==> src/rtl/irq_pkg.sv <==
// irq_pkg: shared state encoding and register map for the interrupt controller.
package irq_pkg;
    typedef enum logic {IDLE, SERVICE} state_t;
    localparam logic [31:0] IMASK_OFS   = 32'd0;
    localparam logic [31:0] IPEND_OFS   = 32'd4;
    localparam logic [31:0] ICAUSE_OFS  = 32'd8;
    localparam int          CAUSE_VALID = 31;
endpackage

==> src/rtl/irq_prio_enc.sv <==
// irq_prio_enc: lowest-index-wins priority encoder with an any-request flag.
module irq_prio_enc #(
    parameter int N = 4
) (
    input  logic [N-1:0] req,
    output logic [2:0]   idx,
    output logic         any
);
    always_comb begin
        idx = '0;
        for (int i = N - 1; i >= 0; i--)
            if (req[i]) idx = 3'(i);
    end
    assign any = |req;
endmodule

==> src/rtl/irq_ctrl.sv <==
// irq_ctrl: edge-latched, masked, prioritised interrupt controller with a
// memory-mapped IMASK/IPEND/ICAUSE register block and an in-service tracker.
module irq_ctrl
    import irq_pkg::*;
#(
    parameter int          N_SRC     = 4,
    parameter logic [31:0] BASE_ADDR = 32'h4000_0030
) (
    input  logic             clk,
    input  logic             reset,
    input  logic [N_SRC-1:0] irq_src,
    input  logic             kernel_mode,
    input  logic             exception,
    output logic             Interrupt,
    input  logic [31:0]      addr,
    input  logic [31:0]      wdata,
    input  logic             wr,
    output logic [31:0]      rdata
);
    state_t           state;
    logic [N_SRC-1:0] irq_q, mask, pend, rise, take_oh, clr;
    logic [2:0]       winner, cause_idx;
    logic             any, take, kmode_q, cause_valid;
    logic             hit_mask, hit_pend, hit_cause;
    logic             unused;

    irq_prio_enc #(.N(N_SRC)) u_enc (
        .req(pend & mask),
        .idx(winner),
        .any(any)
    );

    assign hit_mask  = addr == BASE_ADDR + IMASK_OFS;
    assign hit_pend  = addr == BASE_ADDR + IPEND_OFS;
    assign hit_cause = addr == BASE_ADDR + ICAUSE_OFS;
    assign unused    = ^wdata[31:N_SRC];

    assign rise      = irq_src & ~irq_q;
    assign Interrupt = (state == IDLE) && !kernel_mode && any;
    assign take      = Interrupt && !exception;
    assign take_oh   = take ? (N_SRC'(1) << winner) : '0;
    assign clr       = (wr && hit_pend) ? wdata[N_SRC-1:0] : '0;

    // New edges are OR-ed in last so they beat both W1C and the take clear.
    always_ff @(posedge clk) begin
        if (reset) begin
            state       <= IDLE;
            irq_q       <= '1;
            kmode_q     <= 1'b1;
            mask        <= '0;
            pend        <= '0;
            cause_valid <= 1'b0;
            cause_idx   <= '0;
        end else begin
            irq_q   <= irq_src;
            kmode_q <= kernel_mode;
            pend    <= (pend & ~clr & ~take_oh) | rise;
            if (wr && hit_mask) mask <= wdata[N_SRC-1:0];
            if (take) begin
                state       <= SERVICE;
                cause_valid <= 1'b1;
                cause_idx   <= winner;
            end else if (state == SERVICE && kmode_q && !kernel_mode) begin
                state <= IDLE;
            end
        end
    end

    always_comb
        rdata = hit_mask  ? 32'(mask) :
                hit_pend  ? 32'(pend) :
                hit_cause ? (32'(cause_valid) << CAUSE_VALID) | 32'(cause_idx) : 32'd0;
endmodule

==> config.mk <==
export PLATFORM = sky130hd
export DESIGN_NAME = irq_ctrl
export DESIGN_NICKNAME = d
export VERILOG_FILES = /design/src/rtl/irq_pkg.sv /design/src/rtl/irq_prio_enc.sv /design/src/rtl/irq_ctrl.sv
export SDC_FILE = /design/constraint.sdc
export NUM_CORES = 1
export LEC_CHECK = 0
export CAP_MARGIN = 20
export CELL_PAD_IN_SITES_DETAIL_PLACEMENT = 1
export CELL_PAD_IN_SITES_GLOBAL_PLACEMENT = 1
export CORE_ASPECT_RATIO = 1.5
export CORE_MARGIN = 4
export CORE_UTILIZATION = 21
export CTS_CLUSTER_SIZE = 8
export DETAILED_ROUTE_END_ITERATION = 6
export PLACE_DENSITY = 0.91
export SYNTH_ARGS = -nofsm -noshare
export SYNTH_HDL_FRONTEND = slang
export SYNTH_SLANG_ARGS = --single-unit
export TNS_END_PERCENT = 50
==> constraint.sdc <==
create_clock -name clk -period 2 [get_ports clk]
set_input_delay 0.4 -clock clk [delete_from_list [all_inputs] [get_ports clk]]
set_output_delay 0.4 -clock clk [all_outputs]
set_load 0.005 [all_outputs]
After elaboration in Yosys (flattened, before gate mapping):

Cells that the tools add are included.

* eq/ne operators: 3
* shift operators: 1
* multiplexer cells: 11
* bitwise logic cells: 10
* reduce and logical (&&, ||, !) cells: 11

Operator list (count)
* $eq A32 B31 Y1 const B: 3
* $mux W32: 3
* $or A32 B3 Y32: 1
* $and A4 B4 Y4: 4
* $not A4 Y4: 3
* $mux W2: 4
* $mux W4: 2
* $logic_and A1 B1 Y1: 7
* $or A4 B4 Y4: 1
* $reduce_or A4 Y1: 1
* $shl A1 B3 Y4 const A: 1
* $logic_not A1 Y1: 2
* $mux W1: 2
* $reduce_bool A2 Y1: 1
* $not A1 Y1: 1

* register bits: 18
* input port bits: 73
* output and inout bits: 33
* logic and storage cells: 43

Depth between registers and ports, before layout:

* word-level depth: 10
* gate-level depth with buffers: 5
* mapped depth without buffers: 4

By module:

Synthesis repeated with hierarchy kept, for this count alone.

* cell total of the unflattened synthesis: 159
* area total of the unflattened synthesis: 1368.8 um^2

Modules (own cells, without submodules)
* irq_ctrl: instances 1, cells an instance 150, area each 1322.5 um^2, sequential area each 360.3 um^2
* irq_prio_enc: instances 1, cells an instance 9, area each 46.3 um^2, sequential area each 0.0 um^2

Worst setup path after synthesis:

Ideal clock, no wire load.

* path kind: input-to-output
* start point: input port addr[19]
* end point: output port rdata[2]
* arrival time: 1333 ps
* data required time: 1600 ps
* path slack: 267 ps
* stages on the path: 4
* path buffers: 0
* path through: nor4_2 > and4_1 > nand2_2 > nor3_2

* longest elaborated chain between the ends: 4
* elaborated cells between the ends (all ways): 6
* those cells by class: eq/ne: 3; mux: 3

RTL lines
* from (decl): RTL line irq_ctrl.sv:15 `input logic [31:0] addr,`
* $eq A32 B31 Y1: RTL line irq_ctrl.sv:35 `assign hit_cause = addr == BASE_ADDR + ICAUSE_OFS;`
* $mux W32: RTL line irq_ctrl.sv:72 `hit_cause ? (32'(cause_valid) << CAUSE_VALID) | 32'(cause_idx) : 32'd0;`
* $mux W32: RTL line irq_ctrl.sv:71 `hit_pend ? 32'(pend) :`
* $mux W32 *: RTL line irq_ctrl.sv:70 `rdata = hit_mask ? 32'(mask) :`
* to (decl): RTL line irq_ctrl.sv:18 `output logic [31:0] rdata`

Mark *: on every way between the ends. The rest lies on a longest branch, timed or not.

Final worst setup path:

* start point: input port addr[14]
* end point: output port rdata[3]

The elaborated chain is that of the path after synthesis.

==> impl_metrics.tcl <==
set metrics [dict create \
    yosysSeqAreaShare_pct 28.3 \
    clkSlewWorstSetupHoldPaths_ns 0.07 \
    cts_sinks 17 \
    holdWs_ns 0.448 \
    min_period_ns 1.94 \
    routabilityCongestion 0.804 \
    worstPathArrival_ns 1.54 \
    ys_ff_latch 17 \
    synth_cell_types 34 \
    die_area_mm2 0.00703 \
    stdcell_area_mm2 0.00192 \
    numPortBuffers 50 \
    area_growth_pct 59.6 \
    async_flop_share_pct 0 \
    synth_area_mm2 0.00120 \
    clkPwrFrac_pct 32.5 \
    diodes 0 \
    switching_share_pct 25.5 \
    p_sw_w 0.000200 \
    grt_use_total_pct 10.9 \
    total_power_w 0.000782 \
    cts_tree "done" \
    timing.final.crit_share_pct 97.1 \
    synth_common_cells "buf_4 (27), dfxtp_1 (17), a21oi_1 (12)" \
    p_seq_share_pct 45.5 \
    rows 33 \
    synthXorXnorAreaFrac_pct 0 \
    synth_edf_count 0 \
    hold_depth 2 \
    drc 0 \
    hp-class "reg -> reg" \
    yosys.area_share.adder_pct 0 \
    layout.nets 293 \
    syn_area_per_cell_um2 8.60 \
    cts_htree_levels 1 \
    place_area_mm2 0.00181 \
    critPathRequiredTime_ns 1.60 \
    drtPass1Iterations 6 \
    post-route-util_pct 34.7 \
    hold_viol_final 0 \
    die_x_um 69.8 \
    viasPerCell 4.51 \
    grt_pass1_vias 1395 \
    setup_slack_ns 0.0573 \
    drtAntennaViolNets 0 \
    wirelength_um 4020 \
    layout-drive-gt1-share_pct 39.3 \
    critPathKind "in -> out" \
    holdCritStartpoint "cause_valid" \
    synthCells 140 \
    pre_cts_slack_ns -0.667 \
    yosysTopAreaCell "dfxtp_1" \
    core_mm2 0.00553 \
    yosys_warnings 0 \
    fmax_mhz 515 \
    synth_top_area_share_pct 28.3 \
    numCtsBuffers 3 \
    synth_top_family_by_area "simple AND/OR/NAND/NOR gates" \
    grt_max_degree 12 \
    root_buffer "clkbuf_8" \
    holdBufCountCts 0 \
    leakage_nw 0.827 \
    synth.area.mux_share_pct 3.33 \
    start_util_pct 21.8 \
    peakVddDrop_v 0.000365 \
    cts.path.max_buffers 2 \
    power.density_mw_per_mm2 407 \
    holdPathEnd "cause_valid" \
    reg2reg_depth 6 \
    r2r_end "cause_idx[0]" \
    synth-compound-area-share_pct 15.0 \
    dieHeight_um 101 \
    drv_cap 0 \
    worstSkewPairLatency_ns 0.25 \
    reg2reg_from "pend[1]" \
    finalSetupViolCount 0 \
    p_int_w 0.000582 \
    cp-start-kind "primary input" \
    grt_overflow 0 \
    wl_per_cell_um 13.9 \
    synth_area_leaders "dfxtp_1 (28%), buf_4 (17%), a21oi_1 (5.0%), nor4_2 (4.2%), nor4b_2 (3.7%)" \
    synth_simple_gate_area_share_pct 34.7 \
    status "finished, final reports clean" \
    p_comb_share_pct 21.9 \
    ios 106 \
    critPathMaxFanout 4 \
    first_iter_violations 29 \
    skew_ns 0.00188 \
    r2r_slack_ns 0.50 \
    crit_path_start "addr[14]" \
    finalMaxSlewViolations 0 \
    synthFlopType "dfxtp_1" \
    vias 1303 \
    dp_hpwl_um 3260 \
    antenna_found_initial 0 \
    rsz0062_at_grt "yes" \
    synth_most_common_cell "buf_4" \
    grt_pass1_wl_um 6290 \
    endpoint_kind "output pin" \
]
-- cell usage in the layout, fill, tap and decap left out, types with 3 or more instances in the layout --
master / synthesis / routed
nand4_1: 6 / 6
conb_1: 1 / 27
nand2b_1: 3 / 3
clkdlybuf4s50_1: 0 / 13
buf_4: 27 / 27
clkbuf_2: 0 / 16
or2_2: 5 / 5
o31ai_1: 4 / 4
nand4b_1: 3 / 3
nor4_4: 0 / 3
dlygate4sd2_1: 0 / 4
clkbuf_8: 0 / 3
buf_6: 0 / 8
nand2_1: 10 / 10
mux2i_1: 4 / 4
clkdlybuf4s15_1: 0 / 7
a21oi_1: 12 / 12
dfxtp_1: 17 / 14
buf_2: 0 / 4
dfxtp_2: 0 / 3
nor2_1: 7 / 5
o311ai_1: 3 / 3
nand3_1: 4 / 4
nor4b_4: 0 / 3
-- sequential cells by signal, summed over array words and instances (netlist names) --
signal,cells
mask,4
pend,4
state,1
irq_q,4
kmode_q,1
cause_valid,1
cause_idx,2
-- critical path, cell delays in order --
cell and delay [ns]:
buf_6 0.09, nor4b_4 0.30, and4_4 0.29, nand2_4 0.07
buf_6 0.11, nor3_2 0.14, buf_2 0.13
-- power groups by stage --
stage | clock network [W] | registers (W) | logic, W
5_1_grt | 0.000274 | 0.000357 | 0.000189
2_1_floorplan | 0 | 0.000360 | 0.0000891
3_3_place_gp | 0 | 0.000362 | 0.000166
6_report | 0.000254 | 0.000356 | 0.000172
3_5_place_dp | 0 | 0.000363 | 0.000171
4_1_cts | 0.000264 | 0.000356 | 0.000166
-- logic make-up after synthesis --
family | Yosys count
AOI/OAI and AO/OA | 27
muxes | 4
and+or+nand+nor | 59
DFF | 17
buffers and inverters | 32
other | 1
-- timing repair --
item | CTS | global route
gates resized for setup | 84 | 45
setup endpoints to repair | 6 | 5
pin swaps | 15 | 11
setup buffers | 9 | 2
hold endpoints to repair | 0 | 0
-- through the flow --
stage          cells  setup TNS [ns]
2_1_floorplan    166               0
3_3_place_gp     274           -3.86
6_report         289               0
3_5_place_dp     274           -4.22
4_1_cts          287               0
5_1_grt          289         -0.0377
-- cell type report --
type                       count  area [um^2]
sequential                    17          344
clock inverter                 1         5.00
multi-input combinational    117          807
tap                           70         87.6
fill                         696         3610
clock buffer                   3         41.3
timing repair buffer          79          628
inverter                       2         7.51
-- how the worst max path moves through the flow --
| stage | to | slack (ns) |
|---|---|---|
| floorplan | rdata[2] | 0.27 |
| global placement | rdata[2] | -0.64 |
| detailed placement | rdata[3] | -0.67 |
| CTS | rdata[3] | 0.00005 |
| global route | rdata[3] | -0.03 |
| finish | rdata[3] | 0.06 |
-- routing by layer --
metal / up-vias / global-route usage (%) / part of all wire, %
met4: 0 / 3.24 / 0.90
met1: 615 / 10.8 / 36
met3: 4 / 2.59 / 7.3
met2: 62 / 22.1 / 56
met5: - / 0 / 0
li1: 622 / - / -
No activity file was read; power rests on OpenSTA's default activity.
